<file path="src/rtl/cond_logic_if.sv">
// Purpose: bundles the instruction-control and flag signals of the ARM-style condition unit.
// Latency: none; this is wiring only.
// Backpressure: none; every signal is sampled or driven on every cycle.
//
// Ports (master = instruction decoder side, slave = cond_logic):
//   Cond[3:0]      condition field, EQ (0000) .. AL (1110); 1111 reserved
//   ALUFlags[3:0]  {N,Z,C,V} produced by the ALU for the current instruction
//   FlagW[1:0]     [1] requests an N,Z update, [0] requests a C,V update
//   PCS/RegW/MemW  ungated write requests (PC, register file, memory)
//   NoWrite        compare-class instruction, suppresses the register write
//   PCSrc/RegWrite/MemWrite  writes gated by the condition result
//   Flags[3:0]     architectural flags {N,Z,C,V}
//   CondEx         condition of the current instruction passed
interface cond_logic_if;
  logic [3:0] Cond;
  logic [3:0] ALUFlags;
  logic [1:0] FlagW;
  logic       PCS;
  logic       RegW;
  logic       MemW;
  logic       NoWrite;
  logic       PCSrc;
  logic       RegWrite;
  logic       MemWrite;
  logic [3:0] Flags;
  logic       CondEx;

  modport master (
    output Cond, ALUFlags, FlagW, PCS, RegW, MemW, NoWrite,
    input  PCSrc, RegWrite, MemWrite, Flags, CondEx
  );

  modport slave (
    input  Cond, ALUFlags, FlagW, PCS, RegW, MemW, NoWrite,
    output PCSrc, RegWrite, MemWrite, Flags, CondEx
  );
endinterface

</file>
<file path="src/rtl/cond_logic.sv">
// Purpose: evaluates the ARM condition field against the stored flags, gates writes, updates flags.
// Latency: gated writes and CondEx are combinational; flag updates are visible one cycle later.
// Backpressure: none; one instruction is accepted every cycle.
//
// Ports:
//   clk    system clock, all state changes on the rising edge
//   reset  synchronous active-high reset, clears the flags to 0000
//   bus    cond_logic_if.slave carrying the instruction controls and gated outputs
module cond_logic (
  input  logic         clk,
  input  logic         reset,
  cond_logic_if.slave  bus
);

  logic [1:0] r_nz;        // {N,Z}
  logic [1:0] r_cv;        // {C,V}
  logic       w_n;
  logic       w_z;
  logic       w_c;
  logic       w_v;
  logic       w_cond_ex;

  assign {w_n, w_z} = r_nz;
  assign {w_c, w_v} = r_cv;

  // Only the registered flags feed the condition; the ALU flags of this
  // cycle belong to the instruction being evaluated and must not affect it.
  always_comb begin
    w_cond_ex = 1'b0;
    case (bus.Cond)
      4'b0000: w_cond_ex = w_z;                       // EQ
      4'b0001: w_cond_ex = ~w_z;                      // NE
      4'b0010: w_cond_ex = w_c;                       // CS
      4'b0011: w_cond_ex = ~w_c;                      // CC
      4'b0100: w_cond_ex = w_n;                       // MI
      4'b0101: w_cond_ex = ~w_n;                      // PL
      4'b0110: w_cond_ex = w_v;                       // VS
      4'b0111: w_cond_ex = ~w_v;                      // VC
      4'b1000: w_cond_ex = w_c & ~w_z;                // HI
      4'b1001: w_cond_ex = ~w_c | w_z;                // LS
      4'b1010: w_cond_ex = ~(w_n ^ w_v);              // GE
      4'b1011: w_cond_ex = w_n ^ w_v;                 // LT
      4'b1100: w_cond_ex = ~w_z & ~(w_n ^ w_v);       // GT
      4'b1101: w_cond_ex = w_z | (w_n ^ w_v);         // LE
      4'b1110: w_cond_ex = 1'b1;                      // AL
      default: w_cond_ex = 1'b0;                      // 1111 reserved: never executes
    endcase
  end

  // Each flag half updates independently, and only when the instruction
  // actually executes. Reset wins over any write in the same cycle.
  always_ff @(posedge clk) begin
    if (reset) begin
      r_nz <= 2'b00;
      r_cv <= 2'b00;
    end else begin
      if (bus.FlagW[1] && w_cond_ex) begin
        r_nz <= bus.ALUFlags[3:2];
      end
      if (bus.FlagW[0] && w_cond_ex) begin
        r_cv <= bus.ALUFlags[1:0];
      end
    end
  end

  assign bus.CondEx   = w_cond_ex;
  assign bus.Flags    = {r_nz, r_cv};
  assign bus.PCSrc    = bus.PCS & w_cond_ex;
  assign bus.RegWrite = bus.RegW & w_cond_ex & ~bus.NoWrite;
  assign bus.MemWrite = bus.MemW & w_cond_ex;

endmodule

</file>
<file path="src/flat_wrapper.sv">
// flat-port wrapper written by rule: the top's interface ports become plain ports
module cond_logic_flat 
  (clk, reset, bus_Cond, bus_ALUFlags, bus_FlagW, bus_PCS, bus_RegW, bus_MemW, bus_NoWrite, bus_PCSrc, bus_RegWrite, bus_MemWrite, bus_Flags, bus_CondEx);
  cond_logic_if bus_i ();
  input  logic clk;
  input  logic reset;
  input wire logic [$bits(bus_i.Cond)-1:0] bus_Cond;
  input wire logic [$bits(bus_i.ALUFlags)-1:0] bus_ALUFlags;
  input wire logic [$bits(bus_i.FlagW)-1:0] bus_FlagW;
  input wire logic [$bits(bus_i.PCS)-1:0] bus_PCS;
  input wire logic [$bits(bus_i.RegW)-1:0] bus_RegW;
  input wire logic [$bits(bus_i.MemW)-1:0] bus_MemW;
  input wire logic [$bits(bus_i.NoWrite)-1:0] bus_NoWrite;
  output wire logic [$bits(bus_i.PCSrc)-1:0] bus_PCSrc;
  output wire logic [$bits(bus_i.RegWrite)-1:0] bus_RegWrite;
  output wire logic [$bits(bus_i.MemWrite)-1:0] bus_MemWrite;
  output wire logic [$bits(bus_i.Flags)-1:0] bus_Flags;
  output wire logic [$bits(bus_i.CondEx)-1:0] bus_CondEx;
  assign bus_i.Cond = bus_Cond;
  assign bus_i.ALUFlags = bus_ALUFlags;
  assign bus_i.FlagW = bus_FlagW;
  assign bus_i.PCS = bus_PCS;
  assign bus_i.RegW = bus_RegW;
  assign bus_i.MemW = bus_MemW;
  assign bus_i.NoWrite = bus_NoWrite;
  assign bus_PCSrc = bus_i.PCSrc;
  assign bus_RegWrite = bus_i.RegWrite;
  assign bus_MemWrite = bus_i.MemWrite;
  assign bus_Flags = bus_i.Flags;
  assign bus_CondEx = bus_i.CondEx;
  cond_logic u_core (.clk(clk), .reset(reset), .bus(bus_i));
endmodule
</file>
<file path="config.mk">
export PLATFORM = sky130hd
export DESIGN_NAME = cond_logic_flat
export DESIGN_NICKNAME = d
export VERILOG_FILES = /design/src/rtl/cond_logic_if.sv /design/src/rtl/cond_logic.sv /design/src/flat_wrapper.sv
export SDC_FILE = /design/constraint.sdc
export NUM_CORES = 1
export LEC_CHECK = 0
export ABC_AREA = 1
export BUFFER_PORTS_ARGS = -buffer_cell sky130_fd_sc_hd__buf_2
export CORE_AREA = 2 2 39 41
export CTS_BUF_LIST = sky130_fd_sc_hd__clkbuf_2
export DETAILED_ROUTE_END_ITERATION = 8
export DIE_AREA = 0 0 41 43
export HOLD_SLACK_MARGIN = 0.03
export PLACE_DENSITY_LB_ADDON = 0.25
export SETUP_SLACK_MARGIN = 0.1
export SYNTH_ARGS = -nofsm -noshare
export SYNTH_HDL_FRONTEND = slang
export SYNTH_SLANG_ARGS = --single-unit
</file>
<file path="constraint.sdc">
create_clock -name clk -period 3.4 [get_ports clk]
set_input_delay 1.02 -clock clk [delete_from_list [all_inputs] [get_ports clk]]
set_output_delay 1.02 -clock clk [all_outputs]
set_load 0.005 [all_outputs]
</file>
Word-level counts from Yosys, hierarchy flattened
Index checks and enable logic that the tools add are counted.
{"block": "word_totals", "in_bits": 16, "output_inout_bits": 8, "reg_bits": 4, "wordCells": 35}
{"block": "op_classes", "n_eq_ne": 14, "n_reduce_logical": 3, "mux": 1, "n_bitwise": 15}
{"cell": "equality test 4 bit, second input constant", "n": 7}
{"cell": "equality test 4 x 3 -> 1 bit, second input constant", "n": 4}
{"cell": "one-hot mux 1 bit (15 select lines)", "n": 1}
{"cell": "equality test 4 x 2 -> 1 bit, second input constant", "n": 2}
{"cell": "AND 1 bit", "n": 6}
{"cell": "NOT 1 bit", "n": 6}
{"cell": "equality test 4 x 1 -> 1 bit, second input constant", "n": 1}
{"cell": "logical NOT 4 bit", "n": 1}
{"cell": "logical AND 1 bit", "n": 2}
{"cell": "bitwise OR 1 bit", "n": 2}
{"cell": "XOR 1 bit", "n": 1}

Logic depth before layout (Yosys ltp)
Gate-level depths: netlist of run 1.
{"block": "logic_depth", "depth_word": 6, "ltp_mapped": 12, "ltp_nobuf": 12}

Worst setup path before layout of run 1
Ideal clock, no wire load.
{"block": "synth_path", "kind": "input to output", "from": "in bus_Cond[2]", "to": "out bus_RegWrite", "required_ns": 2.380, "path_buffers": 0, "path_stages": 10, "t_arrival_ns": 1.720, "path_slack_ns": 0.660, "cell_sequence": "inv_1 -> nor2_1 -> nand2_1 -> nand2_1 -> nand2_1 -> nand2_1 -> nor2_4 -> nand2_4 -> nand2_1 -> nor2_1"}
{"block": "synth_via", "elab_chain_cells": 4, "elab_cells_between_ends": 18}
{"item": "start: declaration", "line_no": "flat_wrapper.sv:7", "text": "input wire logic [$bits(bus_i.Cond)-1:0] bus_Cond;"}
{"item": "equality test 4 bit, or another cell as far along", "line_no": "cond_logic.sv:30", "text": "case (bus.Cond)"}
{"item": "one-hot mux 1 bit (15 select lines) (*)", "line_no": "cond_logic.sv:30"}
{"item": "named net bus_CondEx", "line_no": "flat_wrapper.sv:18", "text": "output wire logic [$bits(bus_i.CondEx)-1:0] bus_CondEx;"}
{"item": "AND 1 bit (*) (2 in a row)", "line_no": "cond_logic.sv:69", "text": "assign bus.RegWrite = bus.RegW & w_cond_ex & ~bus.NoWrite;"}
{"item": "end: declaration", "line_no": "flat_wrapper.sv:15", "text": "output wire logic [$bits(bus_i.RegWrite)-1:0] bus_RegWrite;"}
Mark *: on every way through the listed nets, which the timed path passes. The rest lies on a longest branch.

Final worst setup path of run 1
{"block": "layout_path", "from": "in bus_Cond[3]", "to": "out bus_RegWrite"}
{"block": "layout_via", "elab_chain_cells": 4, "elab_cells_between_ends": 18}
{"item": "equality test 4 bit, or another cell as far along", "line_no": "cond_logic.sv:30"}
{"item": "one-hot mux 1 bit (15 select lines) (*)", "line_no": "cond_logic.sv:30"}
{"item": "AND 1 bit (*) (2 in a row)", "line_no": "cond_logic.sv:69"}
Every way passes the cells marked *; elsewhere a longest branch is shown, timed or not.

==> results of run 1 <==
## cell usage after synthesis
cell,n
a21oi_1,5
nand2_1,21
inv_1,10
nor2_2,1
nor2_1,10
dfxtp_1,4
inv_2,2
a21oi_2,1
nand3_1,12
nor2_4,1
nand2_4,1
a21boi_0,2
nand2_2,5
nor3_1,1
clkinv_1,2
nand3b_1,1
## power groups by stage
stage | logic [mW] | registers, mW | clock network [mW]
after detailed placement | 0.0770 | 0.0604 | 0
after global routing | 0.0879 | 0.0608 | 0.0475
after global placement | 0.0760 | 0.0601 | 0
after floorplan | 0.0482 | 0.0587 | 0
final | 0.0766 | 0.0592 | 0.0449
after CTS | 0.0771 | 0.0594 | 0.0479
## cells by family (layout without fill, tap and decap cells)
| kind of cell | after synthesis | in the layout | synth area share (%) |
|---|---|---|---|
| compound gates | 8 | 8 | 11.3 |
| buf+inv | 14 | 40 | 12.2 |
| simple gates | 53 | 53 | 57.9 |
| flops | 4 | 4 | 18.6 |
## path summary, 6_finish.rpt
path                                                  start  cells after the start  slack, ns                           to
worst min-delay path            u_core.r_cv[1]$_SDFFE_PP0P_                      2       0.53  u_core.r_cv[1]$_SDFFE_PP0P_
worst max-delay path                            bus_Cond[3]                     12       0.34                 bus_RegWrite
worst max register to register  u_core.r_nz[1]$_SDFFE_PP0P_                      9       1.99  u_core.r_nz[0]$_SDFFE_PP0P_
worst min register to register  u_core.r_cv[1]$_SDFFE_PP0P_                      2       0.53  u_core.r_cv[1]$_SDFFE_PP0P_
## routing by layer
| layer | vias to the layer above | share of wire, % | wire, um |
|---|---|---|---|
| met3 | 0 | 7.0 | 80 |
| li1 | 301 | - | - |
| met5 | - | 0 | 0 |
| met4 | 0 | 0 | 0 |
| met1 | 253 | 41 | 465 |
| met2 | 29 | 52 | 593 |
## cell usage in the layout (no fill, tap or decap)
master,synthesis,layout
a21boi_0,2,2
a21oi_1,5,5
a21oi_2,1,1
buf_2,0,23
clkbuf_2,0,3
clkinv_1,2,2
dfxtp_1,4,4
inv_1,10,10
inv_2,2,2
nand2_1,21,21
nand2_2,5,5
nand2_4,1,1
nand3_1,12,12
nand3b_1,1,1
nor2_1,10,10
nor2_2,1,1
nor2_4,1,1
nor3_1,1,1
## state kept, by name, summed over array words and instances, names as in the netlist
name	cells
u_core.r_cv	2
u_core.r_nz	2
## cell type report
class                   count  area [um^2]  area share (%)
multi-input cells          61          298            51.3
well taps                  16         20.0            3.45
flip-flops and latches      4         80.1            13.8
inverters                  14         52.6            9.05
clock buffers               3         15.0            2.59
repair buffers             23          115            19.8
## worst reg2reg max path: stages, from the launching register on
cell	delay [ns]
dfxtp_1	0.42
inv_1	0.09
nand2_1	0.09
nand2_2	0.07
nand3_1	0.08
nand3_1	0.09
nor2_2	0.17
nand2_4	0.11
a21oi_1	0.13
nor2_1	0.06
## metrics by stage
step,cells,utilization (%)
finish,121,42.0
global placement,118,40.9
CTS,121,42.0
global route,121,42.0
detailed placement,118,40.9
floorplan,79,-
==> impl_metrics.toml, run 1 <==
[critical_path]
startpoint_type = "primary input"
arrival_ns = 2.04
cp_max_fo = 10
crit_chain = "buf_2 > inv_1 > nor2_1 > nand3_1 > nand2_1 > nand2_1 > nand2_1 > nor2_4 > nand2_4 > nand2_1 > nor2_1 > buf_2"
slowest_stage = "nor2_1"
endpoint_kind = "primary output"
setup.worst_path.class = "primary input to primary output"
cp_num_buf_inv = 3
cp.required_ns = 2.38
critPathTopFamily = "simple AND/OR/NAND/NOR gates"
cpMostUsedCell = "nand2_1"
max_stage_delay_ns = 0.15

[floorplan]
start_util_pct = 31.1
die_area_um2 = 1760
num_io_pins = 24
die_h_um = 43
row_count = 14
die_x_um = 41
core_um2 = 1380

[cts]
clk_pin_slew_ns = 0.04
post_cts_resized = 0
cts_buffers = 3
post_cts_buffers = 0
ctsHoldBuffers = 0
clockBufferDepth = 2
clock_latency_ns = 0.21
cts_sinks = 4
cts_tree = "built"
cts-root-buf = "clkbuf_2"
htree_levels = 1

[power_and_ir_drop]
swShare_pct = 39.7
combPwrFrac_pct = 42.4
pwr-share-clk_pct = 24.9
internal_power_uw = 109
ir_worst_vdd_v = 0.000136
p_leak_nw = 0.332
power_uw = 181
power_switching_uw = 71.6
p_per_area_nw_per_um2 = 311
power_frac_seq_pct = 32.8

[place]
hpwlAfterDp_um = 938
dp_slack_ns = 0.329
gp_congestion = 0.801
port_buffers = 23
placed_area_um2 = 566

[routing]
routed_wl_um = 1140
dr.first_iter.drc_count = 19
vias = 583
post_drt_wl_per_cell_um = 9.41
dr.pass1.iters = 4
routed_via_density = 4.82
postRouteAntennaNets = 0
drcViolationCount = 0

[timing]
finalCritPeriodShare_pct = 90.1
slew_headroom_pct = 82.4
hold_violations = 0
skew_ns = 0.00291
grt_setup_unrepaired = "no"
setup_tns_ns = 0
finalWorstSetupSlack_ns = 0.338
post-route-min-period_ns = 3.06
maxSlewViolCount = 0
worst_hold_slack_ns = 0.533
fmax_mhz = 327
finalSetupViolCount = 0
worstMarginPinSlew_ns = 0.261

[outcome]
status = "complete, no violations"

[global_routing]
met2_usage_pct = 25.6
antenna_found_initial = 0
first_global_vias = 507
busiest_layer = "met2"
grt_overflow = 0
grt.met3_usage_pct = 1.57
grt_max_degree = 11
grt_usage_pct = 15.5
grt_pass1_wl_um = 1860
met1_usage_pct = 17.6

[logic_synthesis]
synthCells = 79
synth_nets = 95
ys_seq_area_share_pct = 18.6
yosysWarnings = 0
yosysTopAreaCell = "dfxtp_1"
synth_top_cell_area_share_pct = 18.6
yosys-top-cells-area = "dfxtp_1 (19%), nand2_1 (18%), nand3_1 (14%), inv_1 (8.7%), nor2_1 (8.7%)"
synth_area_per_cell_um2 = 5.45
yosysUniqueCellTypes = 16
ys_ff_latch = 4
synth.cell_area_um2 = 430

[finish]
areaGrowthSynthToFinish_pct = 34.9
n_antenna_cell = 0
nNetsFinal = 123
n_fill_cell = 173
final_area_um2 = 581
drive_gt1_share_pct = 35.2

[run]
drv_cap = 0

[hold_path]
hp-class = "flip-flop to flip-flop"
No activity file was read; power rests on OpenSTA's default activity.
==> inputs of run 2 (changes only) <==
- CELL_PAD_IN_SITES_DETAIL_PLACEMENT: not set -> 0
- CELL_PAD_IN_SITES_GLOBAL_PLACEMENT: not set -> 1
- CORE_AREA: 2 2 39 41 -> not set
- CORE_MARGIN: not set -> 2
- CORE_UTILIZATION: not set -> 29
- DIE_AREA: 0 0 41 43 -> not set
==> impl_metrics.toml, run 2 (synthesized netlist as in run 1, its figures left out) <==
[outcome]
status = "complete, no violations"

[cts]
cts_sinks = 4
cts-root-buf = "clkbuf_2"
clock_latency_ns = 0.20
post_cts_resized = 0
clk_pin_slew_ns = 0.04
post_cts_buffers = 0
cts_buffers = 3
clockBufferDepth = 2
ctsHoldBuffers = 0
htree_levels = 1
cts_tree = "built"

[global_routing]
antenna_found_initial = 0
grt_usage_pct = 12.0
first_global_vias = 456
grt_pass1_wl_um = 1670
grt_overflow = 0
grt_max_degree = 11

[floorplan]
num_io_pins = 24
die_h_um = 42.5
die_x_um = 42.5
start_util_pct = 31.9
core_um2 = 1350
row_count = 13
die_area_um2 = 1810

[hold_path]
hp-class = "flip-flop to flip-flop"

[finish]
final_common_cell = "buf_2"
final_cell_mix = "buf_2 (23), nand2_1 (21), nand3_1 (12), inv_1 (10), nor2_1 (10)"
final-instance-count-excl-fill = 120
drive_gt1_share_pct = 35.2
areaGrowthSynthToFinish_pct = 34.6
n_antenna_cell = 0
top_regs = "u_core.r_cv: 2 flops, u_core.r_nz: 2 flops"
nNetsFinal = 123

[place]
port_buffers = 23
hpwlAfterDp_um = 840
dp_cells = 117
gp_congestion = 0.825

[power_and_ir_drop]
p_leak_nw = 0.332
ir_worst_vdd_v = 0.000154
p_per_area_nw_per_um2 = 302
combPwrFrac_pct = 43.0
swShare_pct = 37.7
internal_power_uw = 109
power_switching_uw = 66.1
power_frac_seq_pct = 33.6
pwr-share-clk_pct = 23.4

[critical_path]
arrival_ns = 2.05
endpoint_kind = "primary output"
cp_max_fo = 10
setup.worst_path.class = "primary input to primary output"
cp.required_ns = 2.38
startpoint_type = "primary input"

[timing]
slew_headroom_pct = 85.0
skew_ns = 0.00222
maxSlewViolCount = 0
hold_violations = 0
finalSetupViolCount = 0
setup_tns_ns = 0
worstMarginPinSlew_ns = 0.224
grt_setup_unrepaired = "no"
post-route-min-period_ns = 3.07
fmax_mhz = 326
finalCritPeriodShare_pct = 90.2

[routing]
routed_via_density = 4.48
dr.pass1.iters = 4
vias = 537
postRouteAntennaNets = 0
post_drt_wl_per_cell_um = 8.28
drcViolationCount = 0
routed_wl_um = 993
dr.first_iter.drc_count = 3

[run]
drv_cap = 0
[run 2: stage by stage]
step                util [%]  worst slack, ns  power (mW)  cell area (um^2)  hold WS [ns]
floorplan                  -            0.660       0.107               430         0.517
global placement        41.8            0.342       0.136               564         0.552
detailed placement      41.8            0.330       0.136               564         0.537
CTS                     42.9            0.328       0.180               579         0.541
global route            42.9            0.188       0.192               579         0.570
finish                  42.9            0.334       0.175               579         0.536
[run 2: cell type report]
type | instances | area [um^2]
fillers | 160 | 771
multi-input cells | 61 | 298
repair buffers | 23 | 115
flip-flops and latches | 4 | 80.1
inverters | 14 | 52.6
well taps | 15 | 18.8
clock buffers | 3 | 15.0
[run 2: critical path, stage by stage]
cell     delay [ns]
buf_2          0.11
inv_1          0.04
nor2_1         0.17
nand2_1        0.08
a21oi_1        0.17
nor2_2         0.09
nand2_4        0.12
nand2_1        0.06
nor2_1         0.07
buf_2          0.11
[run 2: worst paths after layout]
path / depth (start not counted) / slack, ns / end / start
worst max-delay path: 10 / 0.33 / bus_RegWrite / bus_Cond[2]
worst max register to register: 9 / 2.03 / u_core.r_nz[0]$_SDFFE_PP0P_ / u_core.r_nz[1]$_SDFFE_PP0P_
worst min register to register: 2 / 0.54 / u_core.r_cv[0]$_SDFFE_PP0P_ / u_core.r_cv[0]$_SDFFE_PP0P_
worst min-delay path: 2 / 0.54 / u_core.r_cv[0]$_SDFFE_PP0P_ / u_core.r_cv[0]$_SDFFE_PP0P_
[run 2: power groups by stage]
| stage | Sequential [mW] | Combinational [mW] | Clock [mW] |
|---|---|---|---|
| after global routing | 0.0599 | 0.0855 | 0.0462 |
| after detailed placement | 0.0598 | 0.0764 | 0 |
| final | 0.0588 | 0.0753 | 0.0410 |
| after floorplan | 0.0587 | 0.0482 | 0 |
| after global placement | 0.0600 | 0.0760 | 0 |
| after CTS | 0.0591 | 0.0766 | 0.0438 |
[run 2: layer usage]
layer  GRT usage, %  wire length, um
met1           13.6              450
met2           19.7              493
met3           1.72               49
met4           9.38                0
met5              0                0
==> inputs of run 3 (changes only) <==
- CTS_CLUSTER_DIAMETER: not set -> 200
- clock period: 3.4 -> 3.77 ns (I/O delays scaled with it)
==> impl_metrics.toml, run 3 (synthesized netlist as in run 1, its figures left out) <==
[power_and_ir_drop]
power_frac_seq_pct = 33.0
power_uw = 161
power_switching_uw = 62.5
p_per_area_nw_per_um2 = 278
p_leak_nw = 0.332
combPwrFrac_pct = 42.5
ir_worst_vdd_v = 0.000140
swShare_pct = 38.9
internal_power_uw = 98.3
pwr-share-clk_pct = 24.4

[cts]
clk_pin_slew_ns = 0.04
post_cts_buffers = 0
post_cts_resized = 0
ctsHoldBuffers = 0
cts_tree = "built"
cts_buffers = 3
clockBufferDepth = 2
cts_sinks = 4
htree_levels = 1
clock_latency_ns = 0.21
cts-root-buf = "clkbuf_2"

[timing]
grt_setup_unrepaired = "no"
finalSetupViolCount = 0
fmax_mhz = 305
setup_tns_ns = 0
maxSlewViolCount = 0
worstMarginPinSlew_ns = 0.222
slew_headroom_pct = 85.1
post-route-min-period_ns = 3.28
finalCritPeriodShare_pct = 86.9
hold_violations = 0
skew_ns = 0.000271

[floorplan]
die_area_um2 = 1810
die_x_um = 42.5
core_um2 = 1350
start_util_pct = 31.9
num_io_pins = 24
die_h_um = 42.5
row_count = 13

[critical_path]
reg2reg_slack_ns = 2.38
arrival_ns = 2.15
cp.required_ns = 2.64
startpoint_type = "primary input"
cp_max_fo = 10
endpoint_kind = "primary output"
setup.worst_path.class = "primary input to primary output"

[routing]
postRouteAntennaNets = 0
vias = 544
post_drt_wl_per_cell_um = 9.12
drcViolationCount = 0
dr.pass1.iters = 3
routed_wl_um = 1090
routed_via_density = 4.53
dr.first_iter.drc_count = 4

[finish]
n_antenna_cell = 0
drive_gt1_share_pct = 35.2
nNetsFinal = 123
top_regs = "u_core.r_cv: 2 flops, u_core.r_nz: 2 flops"
final-instance-count-excl-fill = 120
areaGrowthSynthToFinish_pct = 34.6
final_common_cell = "buf_2"
final_cell_mix = "buf_2 (23), nand2_1 (21), nand3_1 (12), inv_1 (10), nor2_1 (10)"

[global_routing]
grt_overflow = 0
grt_usage_pct = 13.4
antenna_found_initial = 0
grt_pass1_wl_um = 1860
first_global_vias = 486
grt_max_degree = 11

[place]
dp_cells = 117
port_buffers = 23
hpwlAfterDp_um = 916
gp_congestion = 0.794

[run]
drv_cap = 0

[hold_path]
hp-class = "flip-flop to flip-flop"

[outcome]
status = "complete, no violations"
-- run 3: cell type report --
cell class                      count  area (um^2)
Fill cell                         164          771
Tap cell                           15         18.8
Sequential cell                     4         80.1
Inverter                           14         52.6
Clock buffer                        3         15.0
Multi-Input combinational cell     61          298
Timing Repair Buffer               23          115
-- run 3: worst max-delay path: stages --
cell	delay, ns
buf_2	0.11
inv_1	0.06
nor2_1	0.14
nand3_1	0.09
nand2_1	0.07
nand2_1	0.05
nand2_1	0.09
nor2_4	0.06
nand2_4	0.10
nand2_1	0.06
nor2_1	0.07
buf_2	0.11
-- run 3: final timing paths --
| path | start | endpoint | depth (start not counted) |
|---|---|---|---|
| setup / recovery | bus_Cond[3] | bus_RegWrite | 12 |
| hold / removal | u_core.r_cv[1]$_SDFFE_PP0P_ | u_core.r_cv[1]$_SDFFE_PP0P_ | 2 |
| setup reg to reg | u_core.r_nz[1]$_SDFFE_PP0P_ | u_core.r_nz[0]$_SDFFE_PP0P_ | 11 |
| hold reg to reg | u_core.r_cv[1]$_SDFFE_PP0P_ | u_core.r_cv[1]$_SDFFE_PP0P_ | 2 |
-- run 3: stage by stage --
step / instance area (um^2) / hold WS [ns] / util [%] / worst slack, ns
6_report: 579 / 0.554 / 42.9 / 0.492
5_1_grt: 579 / 0.594 / 42.9 / 0.288
4_1_cts: 579 / 0.555 / 42.9 / 0.473
2_1_floorplan: 430 / 0.517 / - / 0.808
3_5_place_dp: 564 / 0.550 / 41.8 / 0.481
3_3_place_gp: 564 / 0.553 / 41.8 / 0.476
-- run 3: metal layers --
| metal | up-vias | global-route usage, % | part of all wire [%] |
|---|---|---|---|
| met3 | 2 | 1.29 | 3.8 |
| met4 | 0 | 9.38 | 0.64 |
| met5 | - | 0 | 0 |
| li1 | 298 | - | - |
| met1 | 232 | 15.1 | 43 |
| met2 | 12 | 23.4 | 53 |
-- run 3: power groups by stage --
stage          Clock, mW  Combinational [mW]  Sequential (mW)
3_5_place_dp           0              0.0693           0.0540
3_3_place_gp           0              0.0689           0.0540
5_1_grt           0.0414              0.0781           0.0544
4_1_cts           0.0407              0.0697           0.0534
6_report          0.0393              0.0684           0.0531
2_1_floorplan          0              0.0435           0.0529
